**config.mk**
```make
export PLATFORM = sky130hd
export DESIGN_NAME = ps2_kbd_fifo
export DESIGN_NICKNAME = d
export VERILOG_FILES = /design/src/rtl/ps2_kbd_fifo.sv
export SDC_FILE = /design/constraint.sdc
export NUM_CORES = 1
export LEC_CHECK = 0
export ABC_AREA = 1
export BUFFER_PORTS_ARGS = -buffer_cell sky130_fd_sc_hd__buf_2
export CAP_MARGIN = 10
export CORE_MARGIN = 2
export CORE_UTILIZATION = 50
export DETAILED_ROUTE_END_ITERATION = 16
export GPL_ROUTABILITY_DRIVEN = 0
export PLACE_DENSITY = 0.65
export SLEW_MARGIN = 10
export SYNTH_ARGS = -nofsm -noshare
export SYNTH_HDL_FRONTEND = slang
export SYNTH_SLANG_ARGS = --single-unit
```
**constraint.sdc**
```tcl
create_clock -name clock -period 3.4 [get_ports clock]
set_input_delay 0.17 -clock clock [delete_from_list [all_inputs] [get_ports clock]]
set_output_delay 0.17 -clock clock [all_outputs]
set_load 0.02 [all_outputs]
```
**src/rtl/ps2_kbd_fifo.sv**
```systemverilog
// PS/2 keyboard receiver: clock filter, 11-bit frame decode, E0/F0 prefix merge, event FIFO, hotkey levels.
// Latency: event visible on evt_valid 2 clocks after the stop-bit edge clock (empty FIFO).
// Backpressure: evt_valid/evt_ready; a full FIFO drops new events and sets sticky ovf. Option: PS2_ERRCNT_EN adds err_cnt.

module sync_fifo #(
    parameter int WIDTH = 10,
    parameter int DEPTH = 8
) (
    input  logic                       clock,
    input  logic                       reset,
    input  logic                       wr_vld,
    input  logic [WIDTH-1:0]           wr_dat,
    input  logic                       rd_rdy,
    output logic                       rd_vld,
    output logic [WIDTH-1:0]           rd_dat,
    output logic [$clog2(DEPTH):0]     level,
    output logic                       full
);
    localparam int AW = $clog2(DEPTH);

    logic [WIDTH-1:0] mem [DEPTH];
    logic [AW:0]      wr_q, rd_q;
    logic             rd_fire, wr_fire;

    assign level   = wr_q - rd_q;
    assign full    = (level == (AW+1)'(DEPTH));
    assign rd_vld  = (level != '0);
    assign rd_fire = rd_rdy & rd_vld;
    // A write into a full FIFO is accepted only when a read frees a slot in the same clock.
    assign wr_fire = wr_vld & (~full | rd_fire);
    assign rd_dat  = rd_vld ? mem[rd_q[AW-1:0]] : '0;

    always_ff @(posedge clock or negedge reset) begin
        if (!reset) begin
            wr_q <= '0;
            rd_q <= '0;
        end else begin
            if (wr_fire) wr_q <= wr_q + 1'b1;
            if (rd_fire) rd_q <= rd_q + 1'b1;
        end
    end

    always_ff @(posedge clock) begin
        if (wr_fire) mem[wr_q[AW-1:0]] <= wr_dat;
    end
endmodule

module ps2_kbd_fifo #(
    parameter int FILTER  = 8,
    parameter int DEPTH   = 8,
    parameter int TIMEOUT = 4096
) (
    input  logic                       clock,
    input  logic                       reset,
    input  logic                       ce,
    input  logic [1:0]                 ps2,
    output logic                       evt_valid,
    input  logic                       evt_ready,
    output logic [9:0]                 evt_data,
    output logic [$clog2(DEPTH):0]     fifo_level,
    output logic                       ovf,
    input  logic                       ovf_clr,
    output logic                       frame_err,
    output logic                       reset_req,
    output logic                       boot_req,
    output logic                       video,
    output logic                       f12,
    output logic                       f11,
    output logic                       f8,
    output logic                       f7,
    output logic                       f6
`ifdef PS2_ERRCNT_EN
    ,
    output logic [7:0]                 err_cnt
`endif
);
    localparam int TW = $clog2(TIMEOUT + 1);
    localparam logic [TW-1:0] TMO_MAX = TW'(TIMEOUT);

    typedef enum logic [1:0] {S_IDLE, S_DATA, S_PARITY, S_STOP} rx_state_t;

    // ---------------- clock filter ----------------
    logic [FILTER-1:0] sr_q, sr_d;
    logic              lvl_q, data_q, fall;

    assign sr_d = {sr_q[FILTER-2:0], ps2[0]};
    assign fall = ce & lvl_q & ~|sr_d;

    always_ff @(posedge clock or negedge reset) begin
        if (!reset) begin
            sr_q   <= '1;
            lvl_q  <= 1'b1;
            data_q <= 1'b1;
        end else if (ce) begin
            sr_q   <= sr_d;
            data_q <= ps2[1];
            if (&sr_d)       lvl_q <= 1'b1;
            else if (~|sr_d) lvl_q <= 1'b0;
        end
    end

    // ---------------- timeout counter ----------------
    logic [TW-1:0] tmo_q;
    logic          tmo_hit;

    assign tmo_hit = (tmo_q == TMO_MAX);

    always_ff @(posedge clock or negedge reset) begin
        if (!reset)        tmo_q <= '0;
        else if (ce) begin
            if (fall)          tmo_q <= '0;
            else if (!tmo_hit) tmo_q <= tmo_q + 1'b1;
        end
    end

    // ---------------- frame receiver ----------------
    rx_state_t  state_q, state_d;
    logic [2:0] bit_q, bit_d;
    logic [7:0] shf_q, shf_d;
    logic       par_q, par_d;
    logic       acc_q, acc_d;
    logic       err_q, err_d;

    always_ff @(posedge clock or negedge reset) begin
        if (!reset) begin
            state_q <= S_IDLE;
            bit_q   <= '0;
            shf_q   <= '0;
            par_q   <= 1'b0;
            acc_q   <= 1'b0;
            err_q   <= 1'b0;
        end else begin
            state_q <= state_d;
            bit_q   <= bit_d;
            shf_q   <= shf_d;
            par_q   <= par_d;
            acc_q   <= acc_d;
            err_q   <= err_d;
        end
    end

    always_comb begin
        state_d = state_q;
        bit_d   = bit_q;
        shf_d   = shf_q;
        par_d   = par_q;
        acc_d   = 1'b0;
        err_d   = 1'b0;
        if (ce && state_q != S_IDLE && tmo_hit) begin
            state_d = S_IDLE;
            err_d   = 1'b1;
        end else if (fall) begin
            unique case (state_q)
                S_IDLE: begin
                    if (!data_q) begin
                        state_d = S_DATA;
                        bit_d   = '0;
                    end
                end
                S_DATA: begin
                    shf_d = {data_q, shf_q[7:1]};
                    bit_d = bit_q + 1'b1;
                    if (bit_q == 3'd7) state_d = S_PARITY;
                end
                S_PARITY: begin
                    par_d   = (^shf_q) ^ data_q;
                    state_d = S_STOP;
                end
                S_STOP: begin
                    state_d = S_IDLE;
                    if (data_q && par_q) acc_d = 1'b1;
                    else                 err_d = 1'b1;
                end
                default: state_d = S_IDLE;
            endcase
        end
    end

    assign frame_err = err_q;

    // ---------------- prefix decoder ----------------
    logic ext_q, brk_q, push;

    // shf_q still holds the accepted byte while acc_q is high: the receiver sits in IDLE.
    assign push = acc_q && (shf_q != 8'hE0) && (shf_q != 8'hF0);

    always_ff @(posedge clock or negedge reset) begin
        if (!reset) begin
            ext_q <= 1'b0;
            brk_q <= 1'b0;
        end else if (err_q) begin
            ext_q <= 1'b0;
            brk_q <= 1'b0;
        end else if (acc_q) begin
            if (shf_q == 8'hE0)      ext_q <= 1'b1;
            else if (shf_q == 8'hF0) brk_q <= 1'b1;
            else begin
                ext_q <= 1'b0;
                brk_q <= 1'b0;
            end
        end
    end

    // ---------------- hotkey levels (active-low) ----------------
    logic ctrl_n, alt_n, del_n, bksp_n;

    always_ff @(posedge clock or negedge reset) begin
        if (!reset) begin
            ctrl_n <= 1'b1;
            alt_n  <= 1'b1;
            del_n  <= 1'b1;
            bksp_n <= 1'b1;
            video  <= 1'b1;
            f12    <= 1'b1;
            f11    <= 1'b1;
            f8     <= 1'b1;
            f7     <= 1'b1;
            f6     <= 1'b1;
        end else if (push) begin
            unique case (shf_q)
                8'h14: ctrl_n <= brk_q;
                8'h11: alt_n  <= brk_q;
                8'h71: del_n  <= brk_q;
                8'h66: bksp_n <= brk_q;
                8'h7E: video  <= brk_q;
                8'h07: f12    <= brk_q;
                8'h78: f11    <= brk_q;
                8'h0A: f8     <= brk_q;
                8'h83: f7     <= brk_q;
                8'h0B: f6     <= brk_q;
                default: ;
            endcase
        end
    end

    assign reset_req = ctrl_n | alt_n | del_n;
    assign boot_req  = ctrl_n | alt_n | bksp_n;

    // ---------------- event FIFO ----------------
    logic fifo_full, pop, drop;

    assign pop  = evt_valid & evt_ready;
    assign drop = push & fifo_full & ~pop;

    sync_fifo #(.WIDTH(10), .DEPTH(DEPTH)) u_fifo (
        .clock  (clock),
        .reset  (reset),
        .wr_vld (push),
        .wr_dat ({ext_q, ~brk_q, shf_q}),
        .rd_rdy (evt_ready),
        .rd_vld (evt_valid),
        .rd_dat (evt_data),
        .level  (fifo_level),
        .full   (fifo_full)
    );

    always_ff @(posedge clock or negedge reset) begin
        if (!reset)       ovf <= 1'b0;
        else if (drop)    ovf <= 1'b1;
        else if (ovf_clr) ovf <= 1'b0;
    end

`ifdef PS2_ERRCNT_EN
    always_ff @(posedge clock or negedge reset) begin
        if (!reset)                        err_cnt <= '0;
        else if (ovf_clr)                  err_cnt <= '0;
        else if (err_q && err_cnt != 8'hFF) err_cnt <= err_cnt + 1'b1;
    end
`endif
endmodule

```
* Word-level counts from Yosys, hierarchy flattened
Memory sizes are Yosys's and may differ from the RTL's.
Index checks and enable logic that the tools add are counted.
** Word-level totals
- Register bits :: 59
- Bits in writable memories :: 80
- Input bits :: 7
- Output and inout bits :: 25
- Word-level logic and storage cells :: 139
- Memories kept :: 1
** Operators by class
- $add $sub $neg :: 5
- Equal/unequal tests :: 27
- Multiplexer cells :: 32
- Bitwise gates (word level) :: 15
- Reductions and logical operators :: 34
** Memories
- u_fifo.mem :: words 8, bits a word 10, read ports 1, clocked after memory_dff 0, write ports 1, RTL line 21 : logic [WIDTH-1:0] mem [DEPTH];
** Operator list (count)
- 8-bit by 7-bit equality test with 1-bit output (second input constant) :: 4
- 2-bit AND reduction :: 14
- 13-bit 2-to-1 mux :: 2
- 8-bit equality test (second input constant) :: 3
- 1-bit 2-to-1 mux :: 22
- 8-bit by 4-bit equality test with 1-bit output (second input constant) :: 2
- 8-bit by 5-bit equality test with 1-bit output (second input constant) :: 2
- 8-bit != test (second input constant) :: 2
- 13-bit by 1-bit adder with 13-bit output (second input constant) :: 1
- 13-bit equality test (second input constant) :: 1
- 10-bit 2-to-1 mux :: 1
- 2-bit nonzero test :: 5
- 3-bit != test (second input constant) :: 3
- 3-bit AND reduction :: 3
- 4-bit by 1-bit adder with 4-bit output (second input constant) :: 2
- 8-bit by 3-bit equality test with 1-bit output (second input constant) :: 1
- 2-bit 2-to-1 mux :: 4
- 2-bit case mux with 4 select lines :: 1
- 8-bit AND reduction :: 1
- 8-bit OR reduction :: 1
- 8-bit parity :: 1
- 1-bit bitwise AND :: 6
- 2-bit != test (second input constant) :: 3
- 3-bit case mux with 2 select lines :: 1
- 16 further kinds :: 27

* Logic depth before layout (Yosys ltp)
Gate-level depths: netlist of run 1.
- Depth after elaboration :: 7
- Depth in mapped cells :: 12

* Cells and area by module
A second synthesis of run 1 with hierarchy kept.
** Unflattened totals
- Cell total of the unflattened synthesis :: 753
- Area, all modules :: 6937.9 µm²
** By module, submodules not included
- sync_fifo :: instances 1, cells an instance 336, area an instance 3766.1 µm²
- ps2_kbd_fifo :: instances 1, cells an instance 417, area an instance 3171.8 µm²

* Worst setup path after synthesis of run 1
OpenSTA, ideal clock, no wires.
- Kind :: register -> register
- Start point :: register u_fifo.rd_q[2]
- End point :: memory u_fifo.mem[6][0], enable pin
- Setup time :: 0.376 ns
- Arrival time :: 2.326 ns
- Slack :: 0.697 ns
- Cell stages (with the launch flop) :: 11
- Path buffers :: 1
- Period minus slack after synthesis :: 2.703 ns
- Path through :: dfrtp_1 -> inv_1 -> clkbuf_1 -> ha_1 -> a21oi_1 -> nand2_1 -> nand2_1 -> nand2_1 -> nand2_1 -> nand3_1 -> nor2_1
** On the way
- Longest elaborated chain between the ends :: 7
- Elaborated cells between the ends (all ways) :: 9
- Those cells by class :: add/sub: 1; eq/ne: 1; mux: 2; bitwise: 4; reduce/logical: 1
** Ends and longest elaborated chain
- start: declaration :: RTL line 22 : logic [AW:0] wr_q, rd_q;
- start signal: assignment :: RTL line 39 : if (rd_fire) rd_q <= rd_q + 1'b1;
- 4-bit subtractor (*) :: RTL line 25 : assign level = wr_q - rd_q;
- net fifo_level[3] :: RTL line 60 : output logic [$clog2(DEPTH):0] fifo_level,
- 4-bit nonzero test / 4-bit equality test (equally long branches) :: RTL line 27, 26
- 1-bit bitwise AND / 1-bit inverter (equally long branches) :: RTL line 28, 30
- 1-bit OR (*) :: RTL line 30 : assign wr_fire = wr_vld & (~full | rd_fire);
- 1-bit bitwise AND (*) :: RTL line 30
- 1-bit 2-to-1 mux (*) :: RTL line 44 : if (wr_fire) mem[wr_q[AW-1:0]] <= wr_dat;
- 1-bit 2-to-1 mux (not written as such) (*) :: RTL line 44
- end: declaration :: RTL line 21
The timed path passes the listed nets; every way through them passes the cells marked *.

* Worst setup path in the final report of run 1
- Start point :: register u_fifo.rd_q[1]
- End point :: output port evt_data[8]
** On the way
- Longest elaborated chain between the ends :: 3
- Elaborated cells between the ends (all ways) :: 4
- Those cells by class :: add/sub: 1; mux: 1; reduce/logical: 1; memory: 1
** Ends and longest elaborated chain
- 4-bit subtractor :: RTL line 25
- 4-bit nonzero test :: RTL line 27 : assign rd_vld = (level != '0);
- 10-bit 2-to-1 mux (*) :: RTL line 31 : assign rd_dat = rd_vld ? mem[rd_q[AW-1:0]] : '0;
- end: declaration :: RTL line 59 : output logic [9:0] evt_data,
Mark *: on every way between the ends. The rest lies on a longest branch, timed or not.

==> impl_metrics.json, run 1 <==
{
  "run_status": "completed",
  "grt_max_degree": 43,
  "clk_latency_ps": 420,
  "critPathArrivalTime_ps": 2770,
  "synth-edff-count": 80,
  "die-area_um2": 14590,
  "min_period_over_period": 0.8640,
  "track_usage": 0.2302,
  "max_cap_violations": 0,
  "initial_utilization": 0.5129,
  "synth_xor_area_frac": 0.02055,
  "min_path_type": "in -> reg",
  "ff2ff_path_depth": 10,
  "drive_gt1_frac": 0.1377,
  "final_cell_mix": "nand2_1, nand3_1, edfxtp_1, nor2_1, inv_1",
  "routed_wl_um": 15650,
  "crit_path_max_fanout": 24,
  "area_delta_synth_final_pct": 16.35,
  "syn_avg_cell_area_um2": 9.252,
  "antenna_found_initial": 0,
  "post_cts_buffers": 0,
  "drc": 0,
  "synthAdderAreaFrac": 0.05615,
  "fmax_ghz": 0.3404,
  "worstHoldStart": "ce",
  "power.leakage_uw": 0.003559,
  "fin_skew_ps": 7.021,
  "critPathRequiredTime_ps": 3230,
  "r2r-end": "u_fifo.mem[6][9]$_DFFE_PP_",
  "cts_sinks": 139,
  "synth_compound_area_frac": 0.03376,
  "hold_violations": 0,
  "yosys.area_share.simple": 0.2692,
  "n_fill_cell": 1135,
  "fin_setup_tns_ps": 0,
  "grt_overflow": 0,
  "end_kind": "output port",
  "clockBufferDepth": 2,
  "vias": 5224,
  "vdd_drop_max_v": 0.0003446,
  "final_common_cell": "nand2_1",
  "grt_pass1_vias": 5169,
  "postLayoutCellArea_um2": 7934,
  "core_area_um2": 13300,
  "ctsHoldBuffers": 4,
  "setup.worst_path.start": "u_fifo.rd_q[1]$_DFFE_PN0P_",
  "ys_types": 31,
  "port_buffers": 31,
  "cts_made_buffers": 17,
  "p_per_area_nw_per_um2": 529.0,
  "period_minus_slack_ps": 2938,
  "r2r_start": "u_fifo.rd_q[2]$_DFFE_PN0P_",
  "placed_area_um2": 7234,
  "synthMuxAreaShare": 0,
  "die_w_um": 120.8,
  "ys_warn_count": 0,
  "viasPerCell": 5.358,
  "max_slew_margin": 0.3297,
  "detailed_place_hpwl_um": 10840,
  "cts_resized": 0,
  "path_class": "reg -> out",
  "wl_per_cell_um": 16.05,
  "finalMaxSlewViolations": 0,
  "cp-start-kind": "register",
  "finalWorstSetupSlack_ps": 462.5,
  "cts_root_buffer": "clkbuf_16",
  "clk_pin_slew_ps": 60,
  "crit_path_end": "evt_data[8]",
  "synth-seq-cells": 139,
  "r2r_slack_ps": 630,
  "syn_nets": 774,
  "io-pin-count": 32,
  "drt_pass1_iterations": 6,
  "synth_area_um2": 6819,
  "cts_tree": "done",
  "synth_top_family_by_area": "simple AND/OR/NAND/NOR gates",
  "syn_inst": 737,
  "drtIter0Drc": 469,
  "die_height_um": 120.8,
  "synthFlopType": "edfxtp_1",
  "nets": 823,
  "rows": 42,
  "ant_nets": 0,
  "grt_first_pass_wirelength_um": 25510,
  "seq_area_frac_synth": 0.5723,
  "setup_viol": 0,
  "worstMarginPinSlew_ps": 1006,
  "htreeDepth": 4,
  "whs_ps": 60.28,
  "synthArstFlopShare": 0.4245,
  "design_power_total_uw": 4197,
  "dp_slack_ps": 681.2,
  "rsz0062_at_grt": "no",
  "num_antenna_cells": 0
}
-- registers in the layout, summed over array words and instances (netlist names), 2 cells and up --
| register | count |
|---|---|
| bit_q | 3 |
| shf_q | 8 |
| sr_q | 7 |
| state_q | 2 |
| tmo_q | 13 |
| u_fifo.mem | 80 |
| u_fifo.rd_q | 4 |
| u_fifo.wr_q | 4 |
-- per-layer routing --
metal	vias up	share of wire	wire length (µm)	global-route usage
met5	-	0	0	0
met4	0	0.029	454	0.1025
met3	33	0.052	815	0.05377
met2	155	0.48	7462	0.3672
met1	2492	0.44	6914	0.3011
li1	2544	-	-	-
-- synth_stat cells, types with 10 or more instances --
cell	n	area, µm²
a21oi_1	21	105.1
nand2_1	236	885.9
dfrtp_1	40	1001
edfxtp_1	80	2402
nor2_1	56	210.2
clkbuf_1	12	45.04
ha_1	29	362.9
nor3_1	12	60.06
inv_1	51	191.4
nand4_1	16	100.1
buf_2	10	50.05
dfstp_2	19	499.2
nand3_1	96	480.5
o21ai_0	17	85.08
-- worst min-delay path by stage --
stage	to	cells past startpoint
6_report	data_q$_DFFE_PN1P_	3
5_1_grt	data_q$_DFFE_PN1P_	3
4_1_cts	data_q$_DFFE_PN1P_	3
3_5_place_dp	ovf$_DFFE_PN0P_	2
3_3_place_gp	ovf$_DFFE_PN0P_	1
2_1_floorplan	acc_q$_DFF_PN0_	0
-- where the power goes --
group	internal (µW)	switching (µW)
sequential	1820	53.6
clock	1370	702
combinational	86.5	161
-- layout make-up --
cell class / instances / area (µm²) / area share
sequential: 139 / 3902 / 0.4919
multi-input combinational: 517 / 2589 / 0.3263
clock buffer: 20 / 436.7 / 0.05504
timing repair buffer: 57 / 360.3 / 0.04542
clock inverter: 12 / 222.7 / 0.02807
tap: 176 / 220.2 / 0.02776
inverter: 54 / 202.7 / 0.02555
-- worst max-delay path, cell delays in order (launching register included) --
cell and delay, ps:
dfrtp_1 330, buf_4 250, inv_1 60, buf_4 210, fa_1 520, nor2_1 140, nand3_1 100, nand3b_2 310
inv_2 190, nor3_1 70, buf_2 170
-- kinds of logic (layout without fill, tap and decap cells) --
logic type                 Yosys count  in the layout
and+or+nand+nor                    427            427
DFF                                139            139
buffers and inverters               81            143
AOI/OAI and AO/OA                   44             44
adders and majority gates           30             30
xor gates and xnor gates            16             16
-- stage by stage --
step | utilization | instances
5_1_grt | 0.5967 | 975
6_report | 0.5967 | 975
3_3_place_gp | 0.5441 | 939
4_1_cts | 0.5967 | 975
2_1_floorplan | - | 737
3_5_place_dp | 0.5441 | 939
Power figures use the tool's default switching activity.
==> run 2, diff against run 1 <==
--- a/config.mk
+++ b/config.mk
@@ -5,7 +5,6 @@
 export SDC_FILE = /design/constraint.sdc
 export NUM_CORES = 1
 export LEC_CHECK = 0
-export ABC_AREA = 1
 export BUFFER_PORTS_ARGS = -buffer_cell sky130_fd_sc_hd__buf_2
 export CAP_MARGIN = 10
 export CORE_MARGIN = 2
==> run 2 against run 1 <==
- combinational power rose to 4.4 times the previous value
- clock power down 16%
- die area down 4.1%
- routed wire length down 19%
- area after synthesis down 4.2%
- hold slack worse by 39 ps
- critical endpoint is now evt_data[4]
- largest power group is now sequential cells
- highest routed layer unchanged
==> impl_metrics.json, run 2 <==
{
  "yosys.area.top_type": "edfxtp_1",
  "min_path_type": "in -> reg",
  "track_usage": 0.1963,
  "cts_tree": "done",
  "final-seq-area_um2": 3902,
  "syn_inst": 479,
  "synthMuxAreaShare": 0.1163,
  "vdd_drop_max_v": 0.0003858,
  "syn_nets": 516,
  "die_height_um": 118.3,
  "nets": 569,
  "synth_compound_area_frac": 0.05766,
  "seq_area_frac_synth": 0.5975,
  "drive_gt1_frac": 0.2881,
  "r2r_slack_ps": 660,
  "synth_area_leaders": "edfxtp_1, dfrtp_1, dfstp_2",
  "worstMarginPinSlew_ps": 828.9,
  "synth-edff-count": 80,
  "multi_input_area_um2": 2472,
  "r2r-end": "u_fifo.mem[2][6]$_DFFE_PP_",
  "syn_avg_cell_area_um2": 13.64,
  "drtIter0Drc": 226,
  "core_area_um2": 12670,
  "area_delta_synth_final_pct": 15.98,
  "critPathArrivalTime_ps": 2800,
  "final_cell_mix": "edfxtp_1, nand2_1, dfrtp_1, buf_2",
  "synth_top_area_frac": 0.3678,
  "io-pin-count": 32,
  "busiest_layer": "met2",
  "drt_pass1_iterations": 4,
  "rsz0062_at_grt": "no",
  "critPathRequiredTime_ps": 3230,
  "synth_most_common_cell": "edfxtp_1",
  "grt_max_degree": 38,
  "synth_top_family_by_area": "simple AND/OR/NAND/NOR gates",
  "met1_usage": 0.2480,
  "whs_path_depth": 2,
  "cts_resized": 0,
  "die-area_um2": 13990,
  "max_cap_violations": 0,
  "power.leakage_uw": 0.003130,
  "synthAdderAreaFrac": 0.05862,
  "cts_sinks": 139,
  "antenna_found_initial": 0,
  "vias": 4069,
  "grt_first_pass_wirelength_um": 21370,
  "ys_warn_count": 0,
  "run_status": "completed",
  "initial_utilization": 0.5155,
  "fin_setup_tns_ps": 0,
  "port_buffers": 31,
  "fin_skew_ps": 6.010,
  "wl_per_cell_um": 17.69,
  "num_antenna_cells": 0,
  "use_met3": 0.05212,
  "grt_pass1_vias": 4182,
  "placed_area_um2": 6989,
  "clk_pin_slew_ps": 60,
  "synthArstFlopShare": 0.4245,
  "clockBufferDepth": 2,
  "synth_xor_area_frac": 0.02011,
  "routed_wl_um": 12680,
  "cp-start-kind": "register",
  "drc": 0,
  "fmax_ghz": 0.3369,
  "rows": 41,
  "p_per_area_nw_per_um2": 633.3,
  "clk_latency_ps": 420,
  "max_slew_margin": 0.4474,
  "cts_made_buffers": 17,
  "n_fill_cell": 1008,
  "end_kind": "output port",
  "hold_violations": 0,
  "htreeDepth": 4,
  "worstHoldStart": "ps2[0]",
  "viasPerCell": 5.675,
  "synthFlopType": "edfxtp_1",
  "min_to": "sr_q[0]$_DFFE_PN1P_",
  "final_common_cell": "edfxtp_1",
  "ff2ff_path_depth": 9,
  "ant_nets": 0,
  "crit_path_max_fanout": 11,
  "period_minus_slack_ps": 2968,
  "largest_reg_flops": 80,
  "grt.met2_usage": 0.3273,
  "die_w_um": 118.3,
  "yosys.area_share.simple": 0.1201,
  "postLayoutCellArea_um2": 7575,
  "r2r_start": "u_fifo.wr_q[0]$_DFFE_PN0P_",
  "synth_common_cells": "edfxtp_1, dfrtp_1, nand2_1",
  "grt_overflow": 0,
  "setup_viol": 0,
  "ys_types": 59,
  "min_period_over_period": 0.8729,
  "synth-seq-cells": 139,
  "detailed_place_hpwl_um": 8758,
  "finalMaxSlewViolations": 0,
  "path_class": "reg -> out",
  "synth_area_um2": 6531,
  "cts_root_buffer": "clkbuf_16"
}
run 2: changes by cell type in the layout (fill, tap and decap cells not counted), moves of 6 or more:
cell	change
nand3_1	-81
inv_1	-22
o211ai_1	+7
mux2_2	+18
nand2_1	-196
mux4_2	+20
nor4_2	+6
o21ai_0	-8
nor2_1	-39
mux2i_1	+8
run 2: per-stage QoR:
stage | hold WS, ps | util | cells | setup WS (ps) | power, µW
4_1_cts | 5.437 | 0.5978 | 717 | 415.5 | 4851
5_1_grt | 18.80 | 0.5978 | 717 | 192.4 | 5029
3_5_place_dp | 315.6 | 0.5516 | 683 | 652.2 | 3093
2_1_floorplan | -125.6 | - | 479 | -287.4 | 2783
3_3_place_gp | 314.3 | 0.5516 | 683 | 701.9 | 3081
6_report | 21.69 | 0.5978 | 717 | 432.2 | 4797
run 2: worst max-delay path by stage:
| stage | cells after the start | startpoint | endpoint |
|---|---|---|---|
| CTS | 10 | u_fifo.wr_q[0]$_DFFE_PN0P_ | evt_data[4] |
| floorplan | 8 | u_fifo.rd_q[1]$_DFFE_PN0P_ | u_fifo.mem[1][0]$_DFFE_PP_ |
| finish | 10 | u_fifo.wr_q[0]$_DFFE_PN0P_ | evt_data[4] |
| global placement | 9 | u_fifo.wr_q[0]$_DFFE_PN0P_ | u_fifo.mem[2][5]$_DFFE_PP_ |
| global route | 10 | u_fifo.wr_q[0]$_DFFE_PN0P_ | evt_data[4] |
| detailed placement | 9 | u_fifo.wr_q[0]$_DFFE_PN0P_ | u_fifo.mem[2][5]$_DFFE_PP_ |
run 2: what timing repair did:
item / 4_1_cts / 5_1_grt
hold buffers: 2 / 0
endpoints found under the hold margin: 26 / 0
setup buffers: 0 / 0
endpoints found under the setup margin: 0 / 0
run 2: cell type report:
cell class | instances | area share
clock buffer | 18 | 0.05666
clock inverter | 14 | 0.01800
inverter | 29 | 0.01437
multi-input combinational | 294 | 0.3264
sequential | 139 | 0.5152
tap | 172 | 0.02841
timing repair buffer | 51 | 0.04096
run 2: critical path, cell delays in order, from the launching register on:
cell and delay, ps:
dfrtp_1 460, inv_1 120, ha_1 200, inv_1 70
fa_1 420, nand2b_1 170, or2_2 330, nor3_1 150
buf_4 230, a21oi_1 80, buf_2 160
run 2: cells by family after synthesis:
logic type,after synthesis
multiplexers,48
buffers and inverters,46
AO/OA/AOI/OAI,59
AND/OR/NAND/NOR,142
adder cells (fa/ha/maj),30
flip-flops,139
XOR/XNOR,15
run 2: power by group:
part | switching (µW) | internal [µW]
logic | 639 | 457
registers | 92.5 | 1870
clock network | 721 | 1020
total | 1450 | 3340
run 2: layer usage:
metal,up-vias,wire (µm)
met5,-,0
met4,0,212
met3,20,601
met2,105,6450
met1,2042,5419
li1,1902,-
==> run 3, diff against run 2 <==
--- a/config.mk
+++ b/config.mk
@@ -7,8 +7,8 @@
 export LEC_CHECK = 0
 export BUFFER_PORTS_ARGS = -buffer_cell sky130_fd_sc_hd__buf_2
 export CAP_MARGIN = 10
-export CORE_MARGIN = 2
 export CORE_UTILIZATION = 50
+export CTS_BUF_LIST = sky130_fd_sc_hd__clkbuf_8
 export DETAILED_ROUTE_END_ITERATION = 16
 export GPL_ROUTABILITY_DRIVEN = 0
 export PLACE_DENSITY = 0.65
==> run 3 against run 2 <==
- routed wire length up 1.8%
- clock power down 17%
- cell count up 0.14%
- non-clock buffer count up 1
- largest cell class unchanged
==> impl_metrics.json, run 3 (same netlist as run 2, synthesis figures left out) <==
{
  "clockBufferDepth": 2,
  "grt_max_degree": 46,
  "run_status": "completed",
  "initial_utilization": 0.5155,
  "final_cell_mix": "edfxtp_1, nand2_1, dfrtp_1, buf_2, inv_1",
  "fin_setup_tns_ps": 0,
  "cts_made_buffers": 17,
  "p_per_area_nw_per_um2": 602.0,
  "core_area_um2": 12670,
  "grt_pass1_vias": 4128,
  "final_common_cell": "edfxtp_1",
  "min_to": "u_fifo.rd_q[0]$_DFFE_PN0P_",
  "htreeDepth": 4,
  "setup_viol": 0,
  "clk_pin_slew_ps": 80,
  "dp.cells": 682,
  "routed_wl_um": 12910,
  "crit_path_max_fanout": 11,
  "die_height_um": 116.3,
  "r2r_slack_ps": 400,
  "min_path_type": "in -> reg",
  "grt_first_pass_wirelength_um": 21190,
  "placed_area_um2": 6982,
  "period_minus_slack_ps": 3052,
  "die-area_um2": 13520,
  "drive_gt1_frac": 0.2839,
  "r2r-end": "u_fifo.mem[2][6]$_DFFE_PP_",
  "cts_root_buffer": "clkbuf_8",
  "postLayoutCellArea_um2": 7452,
  "fin_skew_ps": 6.558,
  "min_period_over_period": 0.8977,
  "power.leakage_uw": 0.003080,
  "largest_reg_flops": 80,
  "wl_per_cell_um": 17.97,
  "cp-start-kind": "register",
  "ant_nets": 0,
  "drtIter0Drc": 250,
  "io-pin-count": 32,
  "cts_tree": "done",
  "n_fill_cell": 1045,
  "worstHoldStart": "evt_ready",
  "whs_path_depth": 3,
  "path_class": "reg -> out",
  "critPathArrivalTime_ps": 2880,
  "viasPerCell": 5.597,
  "clk_latency_ps": 440,
  "max_cap_violations": 0,
  "fin_cells": 718,
  "track_usage": 0.2145,
  "detailed_place_hpwl_um": 8986,
  "vias": 4019,
  "die_w_um": 116.3,
  "cts_sinks": 139,
  "ff2ff_path_depth": 9,
  "max_slew_margin": 0.3062,
  "post_cts_buffers": 0,
  "hold_violations": 0,
  "finalMaxSlewViolations": 0,
  "vdd_drop_max_v": 0.0003379,
  "nets": 570,
  "end_kind": "output port",
  "grt_overflow": 0,
  "rsz0062_at_grt": "no",
  "rows": 41,
  "port_buffers": 31,
  "drt_pass1_iterations": 4,
  "num_antenna_cells": 0,
  "r2r_start": "u_fifo.wr_q[0]$_DFFE_PN0P_",
  "drc": 0,
  "worstMarginPinSlew_ps": 1041,
  "critPathRequiredTime_ps": 3230,
  "design_power_total_uw": 4486,
  "area_delta_synth_final_pct": 14.10,
  "fmax_ghz": 0.3276,
  "antenna_found_initial": 0
}
==> run 3: cell count changes in the layout (fill, tap and decap cells not counted), moves of 2 or more <==
cell,previous run,this run
bufinv_16,1,4
clkinv_4,5,3
dlygate4sd3_1,2,4
clkbuf_16,17,0
clkbuf_8,0,17
inv_6,5,3
==> run 3: per-stage QoR <==
| stage | hold WS, ps | setup slack [ps] | utilization |
|---|---|---|---|
| finish | 63.90 | 347.8 | 0.5881 |
| global route | 54.84 | 176.6 | 0.5881 |
| CTS | 0.07278 | 324.6 | 0.5873 |
| detailed placement | 411.2 | 425.8 | 0.5510 |
| global placement | 404.8 | 617.1 | 0.5510 |
| floorplan | -125.6 | -287.4 | - |
==> run 3: metal layers <==
layer,global-route usage,vias to the layer above,part of all wire
li1,-,1902,-
met3,0.05760,17,0.040
met2,0.3617,75,0.51
met4,0.09145,0,0.015
met1,0.2602,2025,0.43
met5,0,-,0
==> run 3: worst max-delay path, cell delays in order (launching register included) <==
cell	delay (ps)
dfrtp_1	500
inv_1	130
ha_1	200
inv_1	70
fa_1	440
nand2b_1	180
or2_2	330
nor3_1	150
buf_4	220
a21oi_1	70
buf_2	160
==> run 3: layout make-up <==
type	instances	area, µm²	area share
Inverter	29	108.9	0.01461
Timing Repair Buffer	52	322.8	0.04332
Tap cell	172	215.2	0.02888
Clock buffer	17	234.0	0.03140
Sequential cell	139	3902	0.5237
Clock inverter	15	196.4	0.02636
Multi-Input combinational cell	294	2472	0.3318
==> run 3: power by group <==
group	total, µW	switching, µW	internal, µW
Combinational	1090	635	458
Sequential	1960	90.9	1870
Clock	1440	637	800
==> run 3: timing repair <==
action / CTS / global route
hold buffers: 3 / 1
hold endpoints to repair: 40 / 1
endpoints found under the setup margin: 0 / 0
gates resized for setup: 0 / 0
==> run 3: worst max-delay path by stage <==
stage,from,cells after the start,endpoint
after floorplan,u_fifo.rd_q[1]$_DFFE_PN0P_,8,u_fifo.mem[1][0]$_DFFE_PP_
after global placement,u_fifo.wr_q[0]$_DFFE_PN0P_,9,u_fifo.mem[2][6]$_DFFE_PP_
after detailed placement,u_fifo.wr_q[0]$_DFFE_PN0P_,9,u_fifo.mem[2][7]$_DFFE_PP_
after CTS,u_fifo.wr_q[0]$_DFFE_PN0P_,10,evt_data[3]
after global routing,u_fifo.wr_q[0]$_DFFE_PN0P_,10,evt_data[3]
final,u_fifo.wr_q[0]$_DFFE_PN0P_,10,evt_data[4]
